**config.mk**
```make
export PLATFORM = sky130hd
export DESIGN_NAME = branch_predictor_flat
export DESIGN_NICKNAME = d
export VERILOG_FILES = /design/src/rtl/branch_predictor_if.sv /design/src/rtl/branch_predictor.sv /design/src/flat_wrapper.sv
export SDC_FILE = /design/constraint.sdc
export NUM_CORES = 1
export LEC_CHECK = 0
export ABC_AREA = 1
export BUFFER_PORTS_ARGS = -buffer_cell sky130_fd_sc_hd__buf_4
export CAP_MARGIN = 20
export CORE_MARGIN = 1
export CORE_UTILIZATION = 25
export DETAILED_ROUTE_END_ITERATION = 8
export GPL_TIMING_DRIVEN = 1
export PLACE_DENSITY_LB_ADDON = 0.05
export SETUP_SLACK_MARGIN = 0.3
export SLEW_MARGIN = 20
export SYNTH_ARGS = -nofsm -noshare
export SYNTH_HDL_FRONTEND = slang
export SYNTH_SLANG_ARGS = --single-unit
```
**constraint.sdc**
```tcl
create_clock -name clk -period 2.1 [get_ports clk]
set_input_delay 0.315 -clock clk [delete_from_list [all_inputs] [get_ports clk]]
set_output_delay 0.315 -clock clk [all_outputs]
set_load 0.005 [all_outputs]
```
**src/rtl/branch_predictor_if.sv**
```systemverilog
// Fetch/execute-side bundle for the bimodal branch predictor.
// Upstream drives the lookup and resolve requests; the predictor returns the prediction, busy and stats.
interface branch_predictor_if #(
   parameter int PC_W = 8
);
   logic            lookup_valid;
   logic [PC_W-1:0] lookup_pc;
   logic            reg_take_branch;
   logic            pend_valid;
   logic            busy;
   logic            resolve_valid;
   logic            branch_actual;
   logic [15:0]     stat_branches;
   logic [15:0]     stat_mispred;

   modport master (
      output lookup_valid, lookup_pc, resolve_valid, branch_actual,
      input  reg_take_branch, pend_valid, busy, stat_branches, stat_mispred
   );

   modport slave (
      input  lookup_valid, lookup_pc, resolve_valid, branch_actual,
      output reg_take_branch, pend_valid, busy, stat_branches, stat_mispred
   );
endinterface

```
**src/rtl/branch_predictor.sv**
```systemverilog
// Bimodal predictor: 2-bit counters indexed by low PC bits; prediction registered 1 cycle after lookup.
// One branch in flight; busy refuses a lookup until it resolves. Optional counters under BPRED_STATS_EN.
module branch_predictor #(
   parameter int         PC_W     = 8,
   parameter int         IDX_W    = 4,
   parameter logic [1:0] CNT_INIT = 2'b01
) (
   input logic               clk,
   input logic               nReset,
   branch_predictor_if.slave bp
);
   localparam int DEPTH = 2 ** IDX_W;

   logic [1:0]       cnt_q [DEPTH];
   logic             take_q, take_d;
   logic             pend_valid_q, pend_valid_d;
   logic [IDX_W-1:0] pend_idx_q, pend_idx_d;

   logic [IDX_W-1:0] lk_idx;
   logic             accept;
   logic             resolve_eff;
   logic [1:0]       cnt_cur;
   logic [1:0]       cnt_upd;
   logic [1:0]       lk_cnt;
   logic             unused_pc_hi;

   assign lk_idx       = bp.lookup_pc[IDX_W-1:0];
   assign unused_pc_hi = ^bp.lookup_pc[PC_W-1:IDX_W];

   assign resolve_eff = bp.resolve_valid & pend_valid_q;
   assign accept      = bp.lookup_valid & (~pend_valid_q | bp.resolve_valid);
   assign bp.busy     = bp.lookup_valid & pend_valid_q & ~bp.resolve_valid;

   assign cnt_cur = cnt_q[pend_idx_q];

   always_comb begin
      cnt_upd = cnt_cur;
      if (bp.branch_actual) begin
         if (cnt_cur != 2'b11) cnt_upd = cnt_cur + 2'd1;
      end else begin
         if (cnt_cur != 2'b00) cnt_upd = cnt_cur - 2'd1;
      end
   end

   // A lookup hitting the entry being updated this cycle sees the new value.
   always_comb begin
      lk_cnt = cnt_q[lk_idx];
      if (resolve_eff && (lk_idx == pend_idx_q)) lk_cnt = cnt_upd;
   end

   always_comb begin
      take_d       = take_q;
      pend_idx_d   = pend_idx_q;
      pend_valid_d = pend_valid_q;
      if (resolve_eff) pend_valid_d = 1'b0;
      if (accept) begin
         take_d       = lk_cnt[1];
         pend_idx_d   = lk_idx;
         pend_valid_d = 1'b1;
      end
   end

   always_ff @(posedge clk or negedge nReset) begin
      if (!nReset) begin
         for (int i = 0; i < DEPTH; i++) cnt_q[i] <= CNT_INIT;
         take_q       <= 1'b0;
         pend_valid_q <= 1'b0;
         pend_idx_q   <= '0;
      end else begin
         if (resolve_eff) cnt_q[pend_idx_q] <= cnt_upd;
         take_q       <= take_d;
         pend_valid_q <= pend_valid_d;
         pend_idx_q   <= pend_idx_d;
      end
   end

   assign bp.reg_take_branch = take_q;
   assign bp.pend_valid      = pend_valid_q;

`ifdef BPRED_STATS_EN
   logic [15:0] stat_br_q, stat_br_d;
   logic [15:0] stat_mp_q, stat_mp_d;

   always_comb begin
      stat_br_d = stat_br_q;
      stat_mp_d = stat_mp_q;
      if (resolve_eff) begin
         if (stat_br_q != 16'hFFFF) stat_br_d = stat_br_q + 16'd1;
         if ((take_q != bp.branch_actual) && (stat_mp_q != 16'hFFFF))
            stat_mp_d = stat_mp_q + 16'd1;
      end
   end

   always_ff @(posedge clk or negedge nReset) begin
      if (!nReset) begin
         stat_br_q <= '0;
         stat_mp_q <= '0;
      end else begin
         stat_br_q <= stat_br_d;
         stat_mp_q <= stat_mp_d;
      end
   end

   assign bp.stat_branches = stat_br_q;
   assign bp.stat_mispred  = stat_mp_q;
`else
   assign bp.stat_branches = '0;
   assign bp.stat_mispred  = '0;
`endif
endmodule

```
**src/flat_wrapper.sv**
```systemverilog
// flat-port wrapper written by rule: the top's interface ports become plain ports
module branch_predictor_flat 
#(
   parameter int         PC_W     = 8,
   parameter int         IDX_W    = 4,
   parameter logic [1:0] CNT_INIT = 2'b01
)
  (clk, nReset, bp_lookup_valid, bp_lookup_pc, bp_resolve_valid, bp_branch_actual, bp_reg_take_branch, bp_pend_valid, bp_busy, bp_stat_branches, bp_stat_mispred);
  branch_predictor_if #(.PC_W(PC_W)) bp_i ();
  input logic clk;
  input logic nReset;
  input wire logic [$bits(bp_i.lookup_valid)-1:0] bp_lookup_valid;
  input wire logic [$bits(bp_i.lookup_pc)-1:0] bp_lookup_pc;
  input wire logic [$bits(bp_i.resolve_valid)-1:0] bp_resolve_valid;
  input wire logic [$bits(bp_i.branch_actual)-1:0] bp_branch_actual;
  output wire logic [$bits(bp_i.reg_take_branch)-1:0] bp_reg_take_branch;
  output wire logic [$bits(bp_i.pend_valid)-1:0] bp_pend_valid;
  output wire logic [$bits(bp_i.busy)-1:0] bp_busy;
  output wire logic [$bits(bp_i.stat_branches)-1:0] bp_stat_branches;
  output wire logic [$bits(bp_i.stat_mispred)-1:0] bp_stat_mispred;
  assign bp_i.lookup_valid = bp_lookup_valid;
  assign bp_i.lookup_pc = bp_lookup_pc;
  assign bp_i.resolve_valid = bp_resolve_valid;
  assign bp_i.branch_actual = bp_branch_actual;
  assign bp_reg_take_branch = bp_i.reg_take_branch;
  assign bp_pend_valid = bp_i.pend_valid;
  assign bp_busy = bp_i.busy;
  assign bp_stat_branches = bp_i.stat_branches;
  assign bp_stat_mispred = bp_i.stat_mispred;
  branch_predictor #(.PC_W(PC_W), .IDX_W(IDX_W), .CNT_INIT(CNT_INIT)) u_core (.clk(clk), .nReset(nReset), .bp(bp_i));
endmodule
```
## Word level (Yosys, flattened, before mapping)

Index checks and enable logic that the tools add are counted.

- Bits in registers: 38
- Input port bits: 13
- Output and inout port bits: 35
- Logic and storage cells: 54

- $add $sub $neg: 2
- $lt $le $gt $ge: 3
- Equal/unequal tests: 2
- Muxes and demuxes: 15
- Bitwise gates (word level): 9
- Reductions and logical operators: 4

Operator list:

| cell | number |
|---|---|
| bitwise mux 32 bit | 1 |
| two-way mux 2 bit | 9 |
| binary-select mux 2 bit (select 4 bit) | 2 |
| >= comparator 5 bit, second input constant | 2 |
| inverter 4 -> 5 bit | 2 |
| demux 2 bit (select 4 bit) | 1 |
| less-than comparator 5 x 1 -> 1 bit, second input constant | 1 |
| bitwise AND 1 bit | 4 |
| equality test 4 bit | 1 |
| nonzero test 2 bit | 2 |
| adder 2 x 1 -> 2 bit, second input constant | 1 |
| logical AND 1 bit | 2 |
| two-way mux 1 bit | 2 |
| != test 2 bit, second input constant | 1 |
| inverter 1 bit | 2 |
| subtractor 2 x 1 -> 2 bit, second input constant | 1 |
| bitwise OR 1 bit | 1 |

## Logic depth before layout (Yosys ltp)

- Depth after elaboration: 8
- Depth in mapped cells: 14

## Worst setup path before layout

No wires, ideal clock.

- Path type: register -> register
- Start point: register u_core.pend_idx_q[0]
- End point: register u_core.cnt_q[8] (netlist bit)
- Data arrival time: 1.490 ns
- Required time: 2.019 ns
- Setup slack: 0.529 ns
- Stages on the path, launching flop included: 13
- Period minus slack after synthesis: 1.571 ns
- Cells stage by stage: dfrtp_1 > buf_4 > nand2_1 > nand2_1 > nand2_1 > nand2_1 > nand2_1 > nand2_1 > nor2_2 > nand2_2 > a21oi_2 > buf_4 > o21ai_1

- Word-level cells in the longest chain between the ends: 8
- Elaborated cells between the ends (all ways): 17
- Those cells by class: add/sub (2); order compare (2); eq/ne (1); mux (9); bitwise (1); reduce/logical (2)

Ends and longest elaborated chain:

| item | RTL line | text |
|---|---|---|
| from (decl) | branch_predictor.sv:17 | `logic [IDX_W-1:0] pend_idx_q, pend_idx_d;` |
| from (signal assigned) | branch_predictor.sv:73 | `pend_idx_q <= pend_idx_d;` |
| inverter 4 -> 5 bit (not written as such) * | branch_predictor.sv:34, branch_predictor.sv:70 |  |
| binary-select mux 2 bit (select 4 bit) | branch_predictor.sv:34 | `assign cnt_cur = cnt_q[pend_idx_q];` |
| two-way mux 2 bit (not written as such) (2 in a row) | branch_predictor.sv:34 |  |
| subtractor 2 x 1 -> 2 bit, or another cell as far along | branch_predictor.sv:41 | `if (cnt_cur != 2'b00) cnt_upd = cnt_cur - 2'd1;` |
| two-way mux 2 bit (on tied branches) | branch_predictor.sv:41, branch_predictor.sv:39 |  |
| two-way mux 2 bit | branch_predictor.sv:38 | `if (bp.branch_actual) begin` |
| bitwise mux 32 bit * | branch_predictor.sv:70 | `if (resolve_eff) cnt_q[pend_idx_q] <= cnt_upd;` |
| to (signal, indexed assignment) | branch_predictor.sv:70 |  |
| to (decl) | branch_predictor.sv:14 | `logic [1:0] cnt_q [DEPTH];` |

Every way passes the cells marked *; elsewhere a longest branch is shown, timed or not. The select of a mux whose other input is x is not followed.
A chain may end at the register's enable or synchronous reset.

## Worst setup path in the final report

- Start point: register u_core.pend_idx_q[0]
- End point: register u_core.cnt_q[20] (netlist bit)

Same word-level chain as after synthesis.

==> flow_summary.ini <==
[outcome]
status = finished with violations
violations = hold timing

[clock_network]
insertion_delay_ps = 290
cts_tree = built
clk_pin_slew_ps = 80
cts.sinks = 38
h-tree-depth = 2
cts-root-buf = clkbuf_8
cts_buffers = 5
ctsHoldBuffers = 0
clock_path_buffers = 2

[routing]
via_per_inst = 4.25
ant_nets = 0
first_pass_iters = 4
vias = 2161
post_drt_wl_per_cell_um = 14.0
drt_first_iter_violations = 97
drc = 0
drt_wl_total_mm = 7.13

[flow_run]
maxCapViolCount = 0

[worst_setup_path]
cp-start-kind = flop
path_class = reg2reg
crit_arrival_ps = 2080
cp-end-kind = flop
critPathMaxFanout = 7
crit_required_ps = 2320

[place]
io_buffers = 11
place_area_mm2 = 0.00258
routabilityCongestion = 0.823
place_ws_ps = 168
detailed_place_hpwl_mm = 4.88

[pwr]
powerDensity_mw_per_mm2 = 1060
p_leak_uw = 0.00140
vdd_drop_max_v = 0.000356
p_total_uw = 3040

[global_route]
track_usage_pct = 14.6
gr-total-overflow = 0
antenna_found_initial = 0
grt_first_pass_wirelength_mm = 10.9
grt_max_degree = 39
grt_pass1_vias = 1957

[die]
dieArea_mm2 = 0.0101
die_h_um = 101
ios = 48
die_w_um = 101
rows = 35
start_util_pct = 26.0
core_region_area_mm2 = 0.00933

[timing]
tightest_slew_ps = 509
fin_hold_ws_ps = -19.0
min_period_ps = 1860
rsz0062_at_grt = yes
period_share_pct = 88.7
max_freq_mhz = 537
fin_skew_ps = 4.35
setup_viol_count_final = 0
finalWorstSetupSlack_ps = 236
max_slew_margin_pct = 66.1
finalSetupTns_ps = 0
slew_violations = 0
finalHoldViolCount = 14

[yosys]
synth_area_mm2 = 0.00243
yosysSeqAreaShare_pct = 40.0
synth_area_leaders = dfrtp_1 23%, nand2_1 21%, dfstp_2 17%
ys_seq_elements = 38
syn_inst = 354
ys_types = 23
yosys_warnings = 0
yosysTopAreaCellShare_pct = 22.7
avgSynthCellArea_um2 = 6.86
yosys.area.top_type = dfrtp_1

[cells_and_area]
final_cell_mix = 120 x nand2_1, 32 x inv_1, 32 x conb_1
syn_to_final_growth_pct = 17.7
mostFrequentLayoutCell = nand2_1
layout.nets = 392
diodes = 0
drive_above_1_share_pct = 20.3
final_cell_area_mm2 = 0.00286

[worst_hold_path]
hp-class = in2async
[cells by family (layout without fill, tap and decap cells)]
kind of cell / Yosys count / after routing / share of synthesized area, %
and+or+nand+nor: 185 / 185 / 30.3
buffers and inverters: 74 / 68 / 17.4
AOI/OAI and AO/OA: 55 / 55 / 11.7
DFF: 38 / 38 / 40.0
other: 1 / 32 / 0.154
xor gates and xnor gates: 1 / 1 / 0.361
[metrics by stage]
step                      std cells  utilization (%)
after CTS                       502             28.9
after global routing            508             30.7
final                           508             30.7
after floorplan                 385                -
after detailed placement        493             27.6
after global placement          493             27.6
[where the power goes]
part | internal (µW) | switching, µW | total, µW
clock | 229 | 267 | 496
sequential | 1090 | 171 | 1260
combinational | 530 | 748 | 1280
total | 1850 | 1190 | 3040
[flip-flops by register name, summed over array words and instances (netlist names)]
register / cells
u_core.bp.reg_take_branch: 1
u_core.bp.pend_valid: 1
u_core.cnt_q: 32
u_core.pend_idx_q: 4
[what timing repair did]
action	4_1_cts	5_1_grt
cloned	1	2
pin swaps	1	7
resized for setup	8	27
buffers inserted	1	4
setup endpoints to repair	27	30
[area by class of cell]
cell class / count / area, µm²
Timing Repair inverter: 1 / 7.51
Sequential cell: 38 / 973
Clock buffer: 7 / 76.3
Tap cell: 129 / 161
Timing Repair Buffer: 26 / 272
Inverter: 34 / 136
Multi-Input combinational cell: 273 / 1230
Fill cell: 1053 / 6470
[path summary, 6_finish.rpt]
check / cells past startpoint / from / slack, ps / endpoint
max in group asynchronous: 1 / nReset / 1730 / u_core.cnt_q[28]
max: 12 / u_core.pend_idx_q[0] / 240 / u_core.cnt_q[20]
min reg2reg: 2 / u_core.cnt_q[12] / 470 / u_core.cnt_q[12]
min in group clk: 3 / bp_lookup_valid / 240 / u_core.bp.pend_valid
max reg2reg: 12 / u_core.pend_idx_q[0] / 240 / u_core.cnt_q[20]
min: 1 / nReset / -20 / u_core.pend_idx_q[3]
[Yosys cell counts]
library cell  number
nand4_1            2
nand3_1           17
nand2_1          133
clkbuf_1           2
xnor2_1            1
inv_1             33
buf_2              2
nor3_1             1
o22ai_1            2
nand2_2            2
inv_2              1
nor2_4             1
nor2_2             1
dfstp_2           16
a21oi_2            2
nor2_1            28
buf_4             34
dfrtp_1           22
o21ai_1           21
buf_6              2
conb_1             1
a21oi_1            5
o21ai_0           25
[critical path, cell delays in order (launching register included)]
cell,delay [ps]
dfrtp_2,500
buf_12,180
nand2_1,50
nand2_1,50
nand2_1,60
nand2_1,70
nand2_2,70
nand2_2,60
nor2_4,150
nand2_4,100
a21oi_4,220
clkbuf_16,210
a21oi_2,60
[layer usage]
layer	vias to the layer above	GRT usage, %	share of wire (%)
met1	1020	20.0	49
li1	1091	-	-
met2	45	23.8	47
met4	0	3.68	0.88
met5	-	0	0
met3	5	2.64	3.4
(Power assumes the default switching activity.)
